## src/rtl/clock_set_ctrl.sv

```systemverilog
// Time/alarm setting controller: edits hours and minutes in BCD via three buttons,
// then strobes the result into the clock unit or the alarm shadow register.
module clock_set_ctrl #(
    parameter int unsigned TIMEOUT = 1000
) (
    input  logic       clk,
    input  logic       rst_n,
    input  logic       btn_mode,
    input  logic       btn_inc,
    input  logic       btn_alarm,
    input  logic [3:0] cur_hr_t,
    input  logic [3:0] cur_hr_o,
    input  logic [3:0] cur_min_t,
    input  logic [3:0] cur_min_o,
    output logic [3:0] hr_t,
    output logic [3:0] hr_o,
    output logic [3:0] min_t,
    output logic [3:0] min_o,
    output logic [3:0] sec_t,
    output logic [3:0] sec_o,
    output logic       time_ow,
    output logic       alarm_ld,
    output logic [2:0] mode
);

    // state | meaning
    // IDLE  | not editing; bus holds last edited value
    // T_HR  | editing clock hours
    // T_MIN | editing clock minutes; mode commits with time_ow
    // A_HR  | editing alarm hours
    // A_MIN | editing alarm minutes; mode commits with alarm_ld
    typedef enum logic [2:0] {
        IDLE  = 3'd0,
        T_HR  = 3'd1,
        T_MIN = 3'd2,
        A_HR  = 3'd3,
        A_MIN = 3'd4
    } state_t;

    localparam logic [15:0] IDLE_TC = 16'(TIMEOUT - 1);

    state_t      state;
    logic [15:0] idle_cnt;
    logic [3:0]  sh_hr_t, sh_hr_o, sh_min_t, sh_min_o;
    logic [3:0]  hr_inc_t, hr_inc_o, min_inc_t, min_inc_o;

    assign mode  = state;
    assign sec_t = 4'd0;
    assign sec_o = 4'd0;

    always_comb begin
        hr_inc_t = hr_t;
        hr_inc_o = hr_o + 4'd1;
        if (hr_t == 4'd2 && hr_o == 4'd3) begin
            hr_inc_t = 4'd0;
            hr_inc_o = 4'd0;
        end else if (hr_o == 4'd9) begin
            hr_inc_t = hr_t + 4'd1;
            hr_inc_o = 4'd0;
        end
    end

    // Minutes wrap 59 -> 00 without touching hours.
    always_comb begin
        min_inc_t = min_t;
        min_inc_o = min_o + 4'd1;
        if (min_o == 4'd9) begin
            min_inc_o = 4'd0;
            min_inc_t = (min_t == 4'd5) ? 4'd0 : min_t + 4'd1;
        end
    end

    always_ff @(posedge clk or negedge rst_n) begin
        if (!rst_n) begin
            state    <= IDLE;
            idle_cnt <= 16'd0;
            hr_t     <= 4'd0;
            hr_o     <= 4'd0;
            min_t    <= 4'd0;
            min_o    <= 4'd0;
            sh_hr_t  <= 4'd0;
            sh_hr_o  <= 4'd0;
            sh_min_t <= 4'd0;
            sh_min_o <= 4'd0;
            time_ow  <= 1'b0;
            alarm_ld <= 1'b0;
        end else begin
            time_ow  <= 1'b0;
            alarm_ld <= 1'b0;
            case (state)
                IDLE: begin
                    idle_cnt <= 16'd0;
                    if (btn_mode) begin
                        state <= T_HR;
                        hr_t  <= cur_hr_t;
                        hr_o  <= cur_hr_o;
                        min_t <= cur_min_t;
                        min_o <= cur_min_o;
                    end else if (btn_alarm) begin
                        state <= A_HR;
                        hr_t  <= sh_hr_t;
                        hr_o  <= sh_hr_o;
                        min_t <= sh_min_t;
                        min_o <= sh_min_o;
                    end
                end
                T_HR, T_MIN, A_HR, A_MIN: begin
                    if (btn_mode) begin
                        idle_cnt <= 16'd0;
                        case (state)
                            T_HR:    state <= T_MIN;
                            A_HR:    state <= A_MIN;
                            T_MIN: begin
                                state   <= IDLE;
                                time_ow <= 1'b1;
                            end
                            default: begin
                                state    <= IDLE;
                                alarm_ld <= 1'b1;
                                sh_hr_t  <= hr_t;
                                sh_hr_o  <= hr_o;
                                sh_min_t <= min_t;
                                sh_min_o <= min_o;
                            end
                        endcase
                    end else if (btn_inc) begin
                        idle_cnt <= 16'd0;
                        if (state == T_HR || state == A_HR) begin
                            hr_t <= hr_inc_t;
                            hr_o <= hr_inc_o;
                        end else begin
                            min_t <= min_inc_t;
                            min_o <= min_inc_o;
                        end
                    end else if (idle_cnt == IDLE_TC) begin
                        // Abandon the edit silently; the shadow is left as it was.
                        state    <= IDLE;
                        idle_cnt <= 16'd0;
                    end else begin
                        idle_cnt <= idle_cnt + 16'd1;
                    end
                end
                default: begin
                    state    <= IDLE;
                    idle_cnt <= 16'd0;
                end
            endcase
        end
    end

endmodule

```

## config.mk

```make
export PLATFORM = sky130hd
export DESIGN_NAME = clock_set_ctrl
export DESIGN_NICKNAME = d
export VERILOG_FILES = /design/src/rtl/clock_set_ctrl.sv
export SDC_FILE = /design/constraint.sdc
export NUM_CORES = 1
export LEC_CHECK = 0
export BUFFER_PORTS_ARGS = -buffer_cell sky130_fd_sc_hd__clkbuf_2
export CAP_MARGIN = 10
export CORE_ASPECT_RATIO = 2
export CORE_MARGIN = 2
export CORE_UTILIZATION = 56
export DETAILED_ROUTE_END_ITERATION = 7
export GPL_ROUTABILITY_DRIVEN = 0
export PLACE_DENSITY = 0.82
export SLEW_MARGIN = 20
export SYNTH_ARGS = -nofsm -noshare
export SYNTH_HDL_FRONTEND = slang
export SYNTH_SLANG_ARGS = --single-unit
export TNS_END_PERCENT = 100
```

## constraint.sdc

```tcl
create_clock -name clk -period 2.8 [get_ports clk]
set_clock_uncertainty 0.2 [all_clocks]
set_input_delay 0.56 -clock clk [delete_from_list [all_inputs] [get_ports clk]]
set_output_delay 0.56 -clock clk [all_outputs]
set_load 0.03 [all_outputs]
```

==> results by group <==
Outcome
  • Status: finished, final reports clean

Setup path
  • WS Path Type: reg -> reg
  • Worst path arrival time: 2.31 ns
  • Crit path max fanout: 14
  • CP endpoint kind: register
  • FF-to-FF End: min_t[0]
  • Worst R2R Setup Slack: 0.47 ns
  • Reg2Reg Depth: 6
  • Critical path startpoint category: register
  • RR Startpoint: mode[2]
  • Critical Path RT: 2.78 ns

Clock tree
  • Clock Tree Buf Depth: 2
  • H-tree Lvls: 2
  • Post-CTS Repair Setup Buffers: 0
  • Worst-path clk slew: 0.09 ns
  • Cts repair resizes: 0
  • Latest clock arrival within the worst-skew pair: 0.31 ns
  • Clk sinks: 53
  • Hold Buf Count CTS: 0
  • Root Buffer: clkbuf_8
  • Num CTS Buffers: 5
  • CTS tree: done

Detailed routing
  • DR iter-0 viols: 44
  • DR pass1 iterations: 4
  • DRC: 0
  • Vias per inst: 5.91
  • DR top layer: met4
  • Met1 WL: 2430 µm
  • DR vias: 2206
  • Detailed-route wire length: 6160 µm
  • Post-route ant nets: 0
  • Wire length per cell: 16.5 µm
  • Metal2 WL: 3440 µm
  • Met3 wire length: 181 µm

Min path
  • Worst min path class: in -> async

Synth
  • Most frequent cells after synthesis: 53 x dfrtp_1, 26 x nor2_1, 21 x mux2_2, 13 x mux2i_1, 13 x nand2_1
  • Most numerous cell in the Yosys netlist: dfrtp_1
  • Avg Cell Area, Syn: 10.7 µm²
  • Top cell type's share of synthesized area: 45.3%
  • Distinct cell type count after synthesis: 61
  • Top FF cell, synth: dfrtp_1
  • Syn Inst Count: 274
  • Syn Std Cell Area: 0.00293 mm²
  • Synth Register Bits: 53
  • Synth warnings: 0
  • Ys async rst share: 100%
  • Register area share after synthesis: 45.3%
  • Top post-synthesis cells by area: dfrtp_1 45%, mux2_2 8.1%, mux2i_1 4.4%
  • Area leader, netlist: dfrtp_1
  • EDFF count, synth: 0

Final layout
  • Area Growth Syn to Fin: 11.4%
  • Final-stage net count: 340
  • Fillcell total: 414
  • Share of cells above drive strength 1: 27.9%
  • # diodes: 0

GRT
  • Largest net degree at the start of global routing: 54
  • Global Route Usage Sum: 23.5%
  • Global route overflow: 0
  • Number of global-route vias before repair: 2199
  • Global-route wire length before repair: 10100 µm
  • Initial antenna violation count: 0

STA
  • Min Tclk post-route: 2.33 ns
  • Slew Limit Headroom: 55.2%
  • Worst-Margin Slew: 0.671 ns
  • Final hold vios: 0
  • Hold slack final: 0.159 ns
  • Setup violations, final: 0
  • Setup_tns: 0 ns
  • Final worst path period share: 83.2%
  • RSZ-0062 raised after global routing: false
  • Achievable frequency: 429 MHz
  • Max-slew violations: 0

Floorplan
  • Cell Rows: 37
  • Initial core utilization: 57.5%
  • Die Wd: 55.2 µm
  • Die area: 0.00586 mm²
  • CORE AREA: 0.00509 mm²
  • Height of the die: 106 µm
  • I/O pin count: 50

Run
  • Max-cap violations: 0

Power and ir drop
  • Pwr Density: 1050 mW/mm²
  • VDD IR max: 0.000806 V
  • Leakage: 1.52 nW

Placement
  • PortBufs: 41
  • Post-DP HPWL: 4380 µm
==> cell type report <==
class | count | area (µm²) | share of cell area, %
clock buffers | 7 | 86.3 | 2.64
inverters | 7 | 26.3 | 0.805
well taps | 58 | 72.6 | 2.22
flip-flops and latches | 53 | 1330 | 40.6
multi-input cells | 202 | 1490 | 45.6
clock inverters | 1 | 30.0 | 0.920
repair buffers | 45 | 235 | 7.20
==> where the power goes <==
part | leakage, nW | internal (mW) | total (mW) | switching [mW]
Sequential | 0.701 | 0.985 | 1.30 | 0.315
Clock | 0.0585 | 0.292 | 0.540 | 0.248
Combinational | 0.760 | 0.638 | 1.58 | 0.942
==> state kept, by name, indices dropped and copies added (netlist names) <==
| signal | cells |
|---|---|
| sh_hr_t | 4 |
| idle_cnt | 16 |
| time_ow | 1 |
| mode | 3 |
| sh_hr_o | 4 |
| sh_min_t | 4 |
| hr_t | 4 |
| alarm_ld | 1 |
| hr_o | 4 |
| min_t | 4 |
| sh_min_o | 4 |
| min_o | 4 |
==> worst max path at each step <==
stage	start	to	slack, ns
after floorplan	hr_t[1]	hr_t[1]	0.52
final	mode[2]	min_t[0]	0.47
after detailed placement	btn_mode	min_t[0]	0.43
after global routing	mode[0]	min_t[3]	0.34
after CTS	hr_t[0]	hr_t[1]	0.48
after global placement	hr_t[0]	hr_t[1]	0.52
==> critical path: stages (launching register included) <==
cell,delay [ns]
dfrtp_1,0.57
or3_1,0.53
nand2_1,0.33
buf_4,0.24
nor2_1,0.07
mux2i_1,0.16
o31ai_1,0.10
==> placed cells by master, fill, tap and decap left out, drive strengths merged, types with 2 or more instances in the layout <==
| master | count |
|---|---|
| inv | 7 |
| nor3 | 4 |
| clkbuf | 48 |
| nor2 | 26 |
| or3 | 2 |
| xor2 | 11 |
| a22o | 2 |
| o21ai | 14 |
| mux2 | 22 |
| a21o | 2 |
| a21oi | 11 |
| o211ai | 3 |
| nand3 | 12 |
| xnor2 | 5 |
| nand2 | 14 |
| buf | 4 |
| dfrtp | 53 |
| a31oi | 2 |
| ha | 5 |
| a211oi | 3 |
| and3 | 2 |
| nor4b | 4 |
| conb | 8 |
| nor4 | 2 |
| or2 | 2 |
| and4 | 2 |
| mux2i | 13 |
| o31ai | 4 |
| o2bb2ai | 2 |
| nand4 | 3 |
| o22a | 2 |
| or2b | 2 |
| o32ai | 2 |
| o22ai | 2 |
==> logic make-up after synthesis <==
kind of cell | share of synthesized area [%]
and+or+nand+nor | 16.1
other | 0.128
buffers and inverters | 4.83
AOI/OAI and AO/OA | 13.7
muxes | 13.0
adders and majority gates | 2.13
DFF | 45.3
xor gates and xnor gates | 4.78
==> layer usage <==
layer  vias up  global-route usage, %
met5         -                      0
met4         0                   10.1
met3         9                   3.93
met2        45                   39.6
met1      1107                   28.0
li1       1045                      -
==> through the flow <==
step	power (mW)	worst slack (ns)	utilization [%]	cell area, µm²	instances
final	3.42	0.469	64.1	3270	373
after floorplan	2.48	0.518	-	2960	281
after detailed placement	2.88	0.426	61.8	3150	365
after CTS	3.43	0.476	64.1	3270	373
after global routing	3.63	0.341	64.1	3270	373
after global placement	2.83	0.521	61.8	3150	365
No activity file was read; power rests on OpenSTA's default activity.
